`config.mk`:
```
export PLATFORM = sky130hd
export DESIGN_NAME = svf_multi_voice
export DESIGN_NICKNAME = d
export VERILOG_FILES = /design/src/rtl/svf_multi_voice.sv
export SDC_FILE = /design/constraint.sdc
export NUM_CORES = 1
export LEC_CHECK = 0
export BUFFER_PORTS_ARGS = -buffer_cell sky130_fd_sc_hd__clkbuf_2
export CAP_MARGIN = 40
export CORE_UTILIZATION = 40
export CTS_CLUSTER_SIZE = 12
export DETAILED_ROUTE_END_ITERATION = 7
export GPL_ROUTABILITY_DRIVEN = 0
export SLEW_MARGIN = 20
export SYNTH_ARGS = -nofsm -noshare
export SYNTH_HDL_FRONTEND = slang
export SYNTH_SLANG_ARGS = --single-unit
export TNS_END_PERCENT = 30
```
`constraint.sdc`:
```
create_clock -name clk -period 10.7 [get_ports clk]
set_input_delay 1.07 -clock clk [delete_from_list [all_inputs] [get_ports clk]]
set_output_delay 1.07 -clock clk [all_outputs]
set_load 0.01 [all_outputs]
```
`src/rtl/svf_multi_voice.sv`:
```
// Time-multiplexed Chamberlin state-variable filter for NUM_CH channels.
// One shared datapath walks HP -> BP -> LP; per-channel bp/lp state lives in flops.
module svf_multi_voice #(
  parameter  int NUM_CH  = 4,
  parameter  int DATA_W  = 8,
  parameter  int FRAC_W  = 1,
  parameter  int F_W     = 11,
  parameter  int F_SHIFT = 11,
  parameter  int Q_W     = 2,
  localparam int CH_W    = (NUM_CH > 1) ? $clog2(NUM_CH) : 1,
  localparam int IW      = DATA_W + FRAC_W
) (
  input  logic              clk,
  input  logic              rst,
  input  logic              in_valid,
  output logic              in_ready,
  input  logic [CH_W-1:0]   in_chan,
  input  logic [DATA_W-1:0] in_data,
  input  logic [F_W-1:0]    in_alpha1,
  input  logic [Q_W-1:0]    in_alpha2,
  input  logic [1:0]        in_mode,
  input  logic              clr_valid,
  input  logic [CH_W-1:0]   clr_chan,
  output logic              out_valid,
  input  logic              out_ready,
  output logic [CH_W-1:0]   out_chan,
  output logic [DATA_W-1:0] out_data
);

  // Wide enough that no product or sum can wrap before saturation.
  localparam int WW = IW + F_W + Q_W + 4;
  localparam logic signed [WW-1:0] SAT_MAX = WW'(2 ** (IW - 1) - 1);
  localparam logic signed [WW-1:0] SAT_MIN = ~SAT_MAX;

  typedef enum logic [2:0] {S_IDLE, S_HP, S_BP, S_LP, S_OUT} state_t;

  state_t state_q, state_d;

  logic signed [IW-1:0] bp_mem [NUM_CH];
  logic signed [IW-1:0] lp_mem [NUM_CH];

  logic [CH_W-1:0]      chan_q, out_chan_q;
  logic signed [IW-1:0] x_q, bp_q, lp_q, hp_q, bpn_q;
  logic signed [WW-1:0] fh_q, fb_q;
  logic [F_W-1:0]       a1_q;
  logic [Q_W-1:0]       a2_q;
  logic [1:0]           mode_q;
  logic                 out_valid_q;
  logic [DATA_W-1:0]    out_data_q;

  logic signed [WW-1:0] a1_w, a2_w, damp_w, fh_w, fb_w;
  logic signed [IW-1:0] hp_s, bpn_s, lpn_s, notch_s, sel_s;
  logic                 chan_ok, accept;

  function automatic logic signed [IW-1:0] sat(input logic signed [WW-1:0] v);
    if (v > SAT_MAX)      return SAT_MAX[IW-1:0];
    else if (v < SAT_MIN) return SAT_MIN[IW-1:0];
    else                  return v[IW-1:0];
  endfunction

  assign chan_ok   = {1'b0, in_chan} < (CH_W + 1)'(NUM_CH);
  assign in_ready  = (state_q == S_IDLE) && !clr_valid;
  assign accept    = in_valid && in_ready;
  assign out_valid = out_valid_q;
  assign out_chan  = out_chan_q;
  assign out_data  = out_data_q;

  always_comb begin
    a1_w    = WW'(a1_q);
    a2_w    = WW'(a2_q);
    damp_w  = (WW'(bp_q) * a2_w) >>> Q_W;
    hp_s    = sat(WW'(x_q) - WW'(lp_q) - damp_w);
    fh_w    = (WW'(hp_s) * a1_w) >>> F_SHIFT;
    bpn_s   = sat(WW'(bp_q) + fh_q);
    fb_w    = (WW'(bpn_s) * a1_w) >>> F_SHIFT;
    lpn_s   = sat(WW'(lp_q) + fb_q);
    notch_s = sat(WW'(hp_q) + WW'(lpn_s));
    case (mode_q)
      2'd0:    sel_s = lpn_s;
      2'd1:    sel_s = bpn_q;
      2'd2:    sel_s = hp_q;
      default: sel_s = notch_s;
    endcase
  end

  always_ff @(posedge clk or posedge rst) begin
    if (rst) state_q <= S_IDLE;
    else     state_q <= state_d;
  end

  // Dropped channels are accepted but never leave IDLE.
  always_comb begin
    state_d = state_q;
    case (state_q)
      S_IDLE:  if (accept && chan_ok) state_d = S_HP;
      S_HP:    state_d = S_BP;
      S_BP:    state_d = S_LP;
      S_LP:    state_d = S_OUT;
      S_OUT:   if (out_ready) state_d = S_IDLE;
      default: state_d = S_IDLE;
    endcase
  end

  always_ff @(posedge clk or posedge rst) begin
    if (rst) begin
      chan_q      <= '0;
      x_q         <= '0;
      bp_q        <= '0;
      lp_q        <= '0;
      a1_q        <= '0;
      a2_q        <= '0;
      mode_q      <= '0;
      hp_q        <= '0;
      fh_q        <= '0;
      bpn_q       <= '0;
      fb_q        <= '0;
      out_valid_q <= 1'b0;
      out_chan_q  <= '0;
      out_data_q  <= '0;
    end else begin
      case (state_q)
        S_IDLE: if (accept && chan_ok) begin
          chan_q <= in_chan;
          x_q    <= {in_data, {FRAC_W{1'b0}}};
          bp_q   <= bp_mem[in_chan];
          lp_q   <= lp_mem[in_chan];
          a1_q   <= in_alpha1;
          a2_q   <= in_alpha2;
          mode_q <= in_mode;
        end
        S_HP: begin
          hp_q <= hp_s;
          fh_q <= fh_w;
        end
        S_BP: begin
          bpn_q <= bpn_s;
          fb_q  <= fb_w;
        end
        S_LP: begin
          out_data_q  <= DATA_W'(sel_s >>> FRAC_W);
          out_chan_q  <= chan_q;
          out_valid_q <= 1'b1;
        end
        S_OUT: if (out_ready) out_valid_q <= 1'b0;
        default: ;
      endcase
    end
  end

  // Clears only happen in IDLE, so an in-flight writeback always lands first.
  for (genvar gi = 0; gi < NUM_CH; gi++) begin : g_state
    always_ff @(posedge clk or posedge rst) begin
      if (rst) begin
        bp_mem[gi] <= '0;
        lp_mem[gi] <= '0;
      end else if (state_q == S_IDLE && clr_valid && clr_chan == CH_W'(gi)) begin
        bp_mem[gi] <= '0;
        lp_mem[gi] <= '0;
      end else if (state_q == S_LP && chan_q == CH_W'(gi)) begin
        bp_mem[gi] <= bpn_q;
        lp_mem[gi] <= lpn_s;
      end
    end
  end

endmodule

```
==> flow_summary.json <==
{
  "drt-total-wl_um": 39700,
  "tritoncts": "built",
  "syn_nets": 1928,
  "nNetsFinal": 1967,
  "synthDominantAreaCellType": "dfrtp_1",
  "max_cap_violations": 0,
  "period_share": 0.939,
  "detailedRoute.firstPassIterationCount": 5,
  "via_count_of_the_first_global_routing_pass": 11900,
  "start_util": 0.407,
  "yosysWarningCount": 0,
  "startpoint_type": "flip-flop",
  "clock_path_buffers": 2,
  "groute.usage.overall": 0.206,
  "ys_dominant_reg_cell": "dfrtp_1",
  "hold_path.class": "flip-flop to flip-flop",
  "post_synth_instance_area_um2": 15800,
  "post_syn_area_per_cell_um2": 9.93,
  "grt_start_max_net_pins": 61,
  "synth.top_cells.by_area": "dfrtp_1 (26%), fa_1 (18%), ha_1 (13%)",
  "timing.slew.headroom": 0.491,
  "floorplan.rows": 72,
  "numPortBuffers": 43,
  "clock_tree.root_cell": "clkbuf_16",
  "setup_tns_ns": 0,
  "routed.top_layer": "met4",
  "max_stage_delay_ns": 0.55,
  "worst-r2r-cell-count": 40,
  "yosys.area.top_type_share": 0.265,
  "result_of_the_run": "complete, no violations",
  "post_cts_hold_buffer_count": 0,
  "rsz_0062_raised_after_global_routing": "no",
  "dieArea_um2": 40300,
  "synth_seq_cells": 167,
  "coreArea_um2": 38800,
  "worst_ep_arrival_time_ns": 10.37,
  "global_route.overflow_total": 0,
  "timing.final.hold_violations": 0,
  "synth_enable_flop_cells": 0,
  "cts.htree.levels": 4,
  "post_synth_inst_count": 1590,
  "worst_setup_path_end_kind": "flip-flop",
  "timing.fmax_mhz": 99.5,
  "cts.clk_slew.worst_paths_ns": 0.08,
  "area_delta_synth_final_pct": 10.6,
  "setup.worst_path.class": "flip-flop to flip-flop",
  "route.antenna.remaining_nets": 0,
  "route.layer.met1.wl_um": 18200,
  "fraction_of_final_layout_cells_sized_beyond_drive_strength_1": 0.146,
  "synth_top_cells_by_count": "inv_1 (209), nand2_1 (172), dfrtp_1 (167), ha_1 (167), fa_1 (139)",
  "boundaryPins": 44,
  "via_count": 11500,
  "critPathSlowestCell": "fa_1",
  "final_util": 0.450,
  "fillers": 3656,
  "maximum_fanout_count_along_the_critical_path": 9,
  "tritoncts_num_sinks": 167,
  "timing.hold.worst_path_depth": 2,
  "post-route-drc-count": 0,
  "routed_wire_length_per_instance_um": 18.4,
  "grt_antenna_before_repair": 0,
  "drtIter0Drc": 630,
  "met3RoutedLength_um": 1230,
  "placed_cell_area_um2": 16700,
  "cts_inserted_buffers": 17,
  "drv_slew": 0,
  "clock_latency_reported_for_the_late_side_of_the_worst_skew_pair_ns": 0.44,
  "finalInstanceArea_um2": 17500,
  "die-width_um": 201,
  "worst_path_most_repeated_cell": "fa_1",
  "final_period_minus_worst_setup_slack_ns": 10.05,
  "yosys_cell_types": 72,
  "route.detailed.vias_per_inst": 5.32,
  "required_ns": 11.02,
  "hpwlAfterDp_um": 30100,
  "setup_viol_count_final": 0,
  "holdWs_ns": 0.475,
  "ys_async_sr_fraction": 1.00,
  "n_antenna_cell": 0,
  "wl_met2_um": 19300,
  "synth_seq_area_share": 0.265,
  "grt_pass1_wl_um": 65000,
  "timing_worst_slew_pin_value_ns": 0.763,
  "die_height_um": 201,
  "synth.most_common_cell": "inv_1",
  "finalClockSkew_ns": 0.0121
}
-- layout by cell type (no fill, tap or decap), types with 46 or more instances in the layout --
master	synthesis	final
o21ai_0	65	65
dfrtp_1	167	167
nor2b_1	49	49
fa_1	139	139
a22o_1	48	48
mux2_2	53	53
nor2_1	48	46
nand2_1	172	171
a21oi_1	57	56
inv_1	209	207
and2_1	50	50
ha_1	167	167
-- final cells by class --
| cell class | instances | area (um^2) | share of cell area |
|---|---|---|---|
| Clock buffer | 18 | 439 | 0.0251 |
| Clock inverter | 14 | 190 | 0.0109 |
| Inverter | 209 | 790 | 0.0452 |
| Multi-Input combinational cell | 1147 | 10600 | 0.607 |
| Sequential cell | 167 | 4180 | 0.239 |
| Tap cell | 518 | 648 | 0.0371 |
| Timing Repair Buffer | 87 | 617 | 0.0353 |
-- registers in the layout, indices dropped and copies added (netlist names) --
signal / cells
bp_mem: 36
bpn_q: 9
hp_q: 9
mode_q: 2
lp_q: 9
a2_q: 2
out_data: 8
state_q: 3
bp_q: 9
fh_q: 10
lp_mem: 36
a1_q: 11
fb_q: 10
out_valid: 1
x_q: 8
out_chan: 2
chan_q: 2
-- what timing repair did --
action                                  in CTS  in global routing
setup buffers                                0                  4
gates resized for setup                      0                  6
endpoints found under the setup margin       0                  4
-- critical path: cells and delay by family (launching register included) --
kind	cells	cell delay [ns]
adder cells (fa/ha/maj)	11	4.63
AO/OA/AOI/OAI	15	3.03
AND/OR/NAND/NOR	8	1.14
XOR/XNOR	3	0.53
flip-flops	1	0.44
buffers and inverters	3	0.15
-- logic make-up (layout without fill, tap and decap cells) --
| logic type | count (synthesis) | in the layout | share of synthesized area |
|---|---|---|---|
| adder cells (fa/ha/maj) | 306 | 306 | 0.309 |
| flip-flops | 167 | 167 | 0.265 |
| AO/OA/AOI/OAI | 300 | 300 | 0.136 |
| AND/OR/NAND/NOR | 412 | 412 | 0.129 |
| multiplexers | 76 | 76 | 0.0666 |
| buffers and inverters | 276 | 328 | 0.0657 |
| XOR/XNOR | 53 | 53 | 0.0294 |
-- metrics by stage --
step           setup WS, ns  instances
2_1_floorplan          1.03       1590
3_3_place_gp          0.576       2118
3_5_place_dp          0.378       2122
4_1_cts               0.337       2154
5_1_grt              0.0535       2160
6_report              0.652       2160
-- final timing paths --
check                                        startpoint  slack [ns]                       to
worst min register to register  out_data[2]$_DFFE_PP0P_        0.48  out_data[2]$_DFFE_PP0P_
worst min-delay path            out_data[2]$_DFFE_PP0P_        0.48  out_data[2]$_DFFE_PP0P_
min in group asynchronous                           rst        0.70       x_q[8]$_DFFE_PP0P_
worst max-delay path                a2_q[0]$_DFFE_PP0P_        0.65      fh_q[7]$_DFFE_PP0P_
worst max register to register      a2_q[0]$_DFFE_PP0P_        0.65      fh_q[7]$_DFFE_PP0P_
max in group asynchronous                           rst        9.06     bpn_q[6]$_DFFE_PP0N_
-- routing by layer --
metal / GRT usage / up-vias
met5: 0 / -
met2: 0.346 / 244
li1: - / 5409
met4: 0.0641 / 0
met1: 0.281 / 5788
met3: 0.0183 / 54
Power is left out: the tool's default activity adds up to more than one toggle a clock period on the data nets, which glitch-free logic cannot reach.
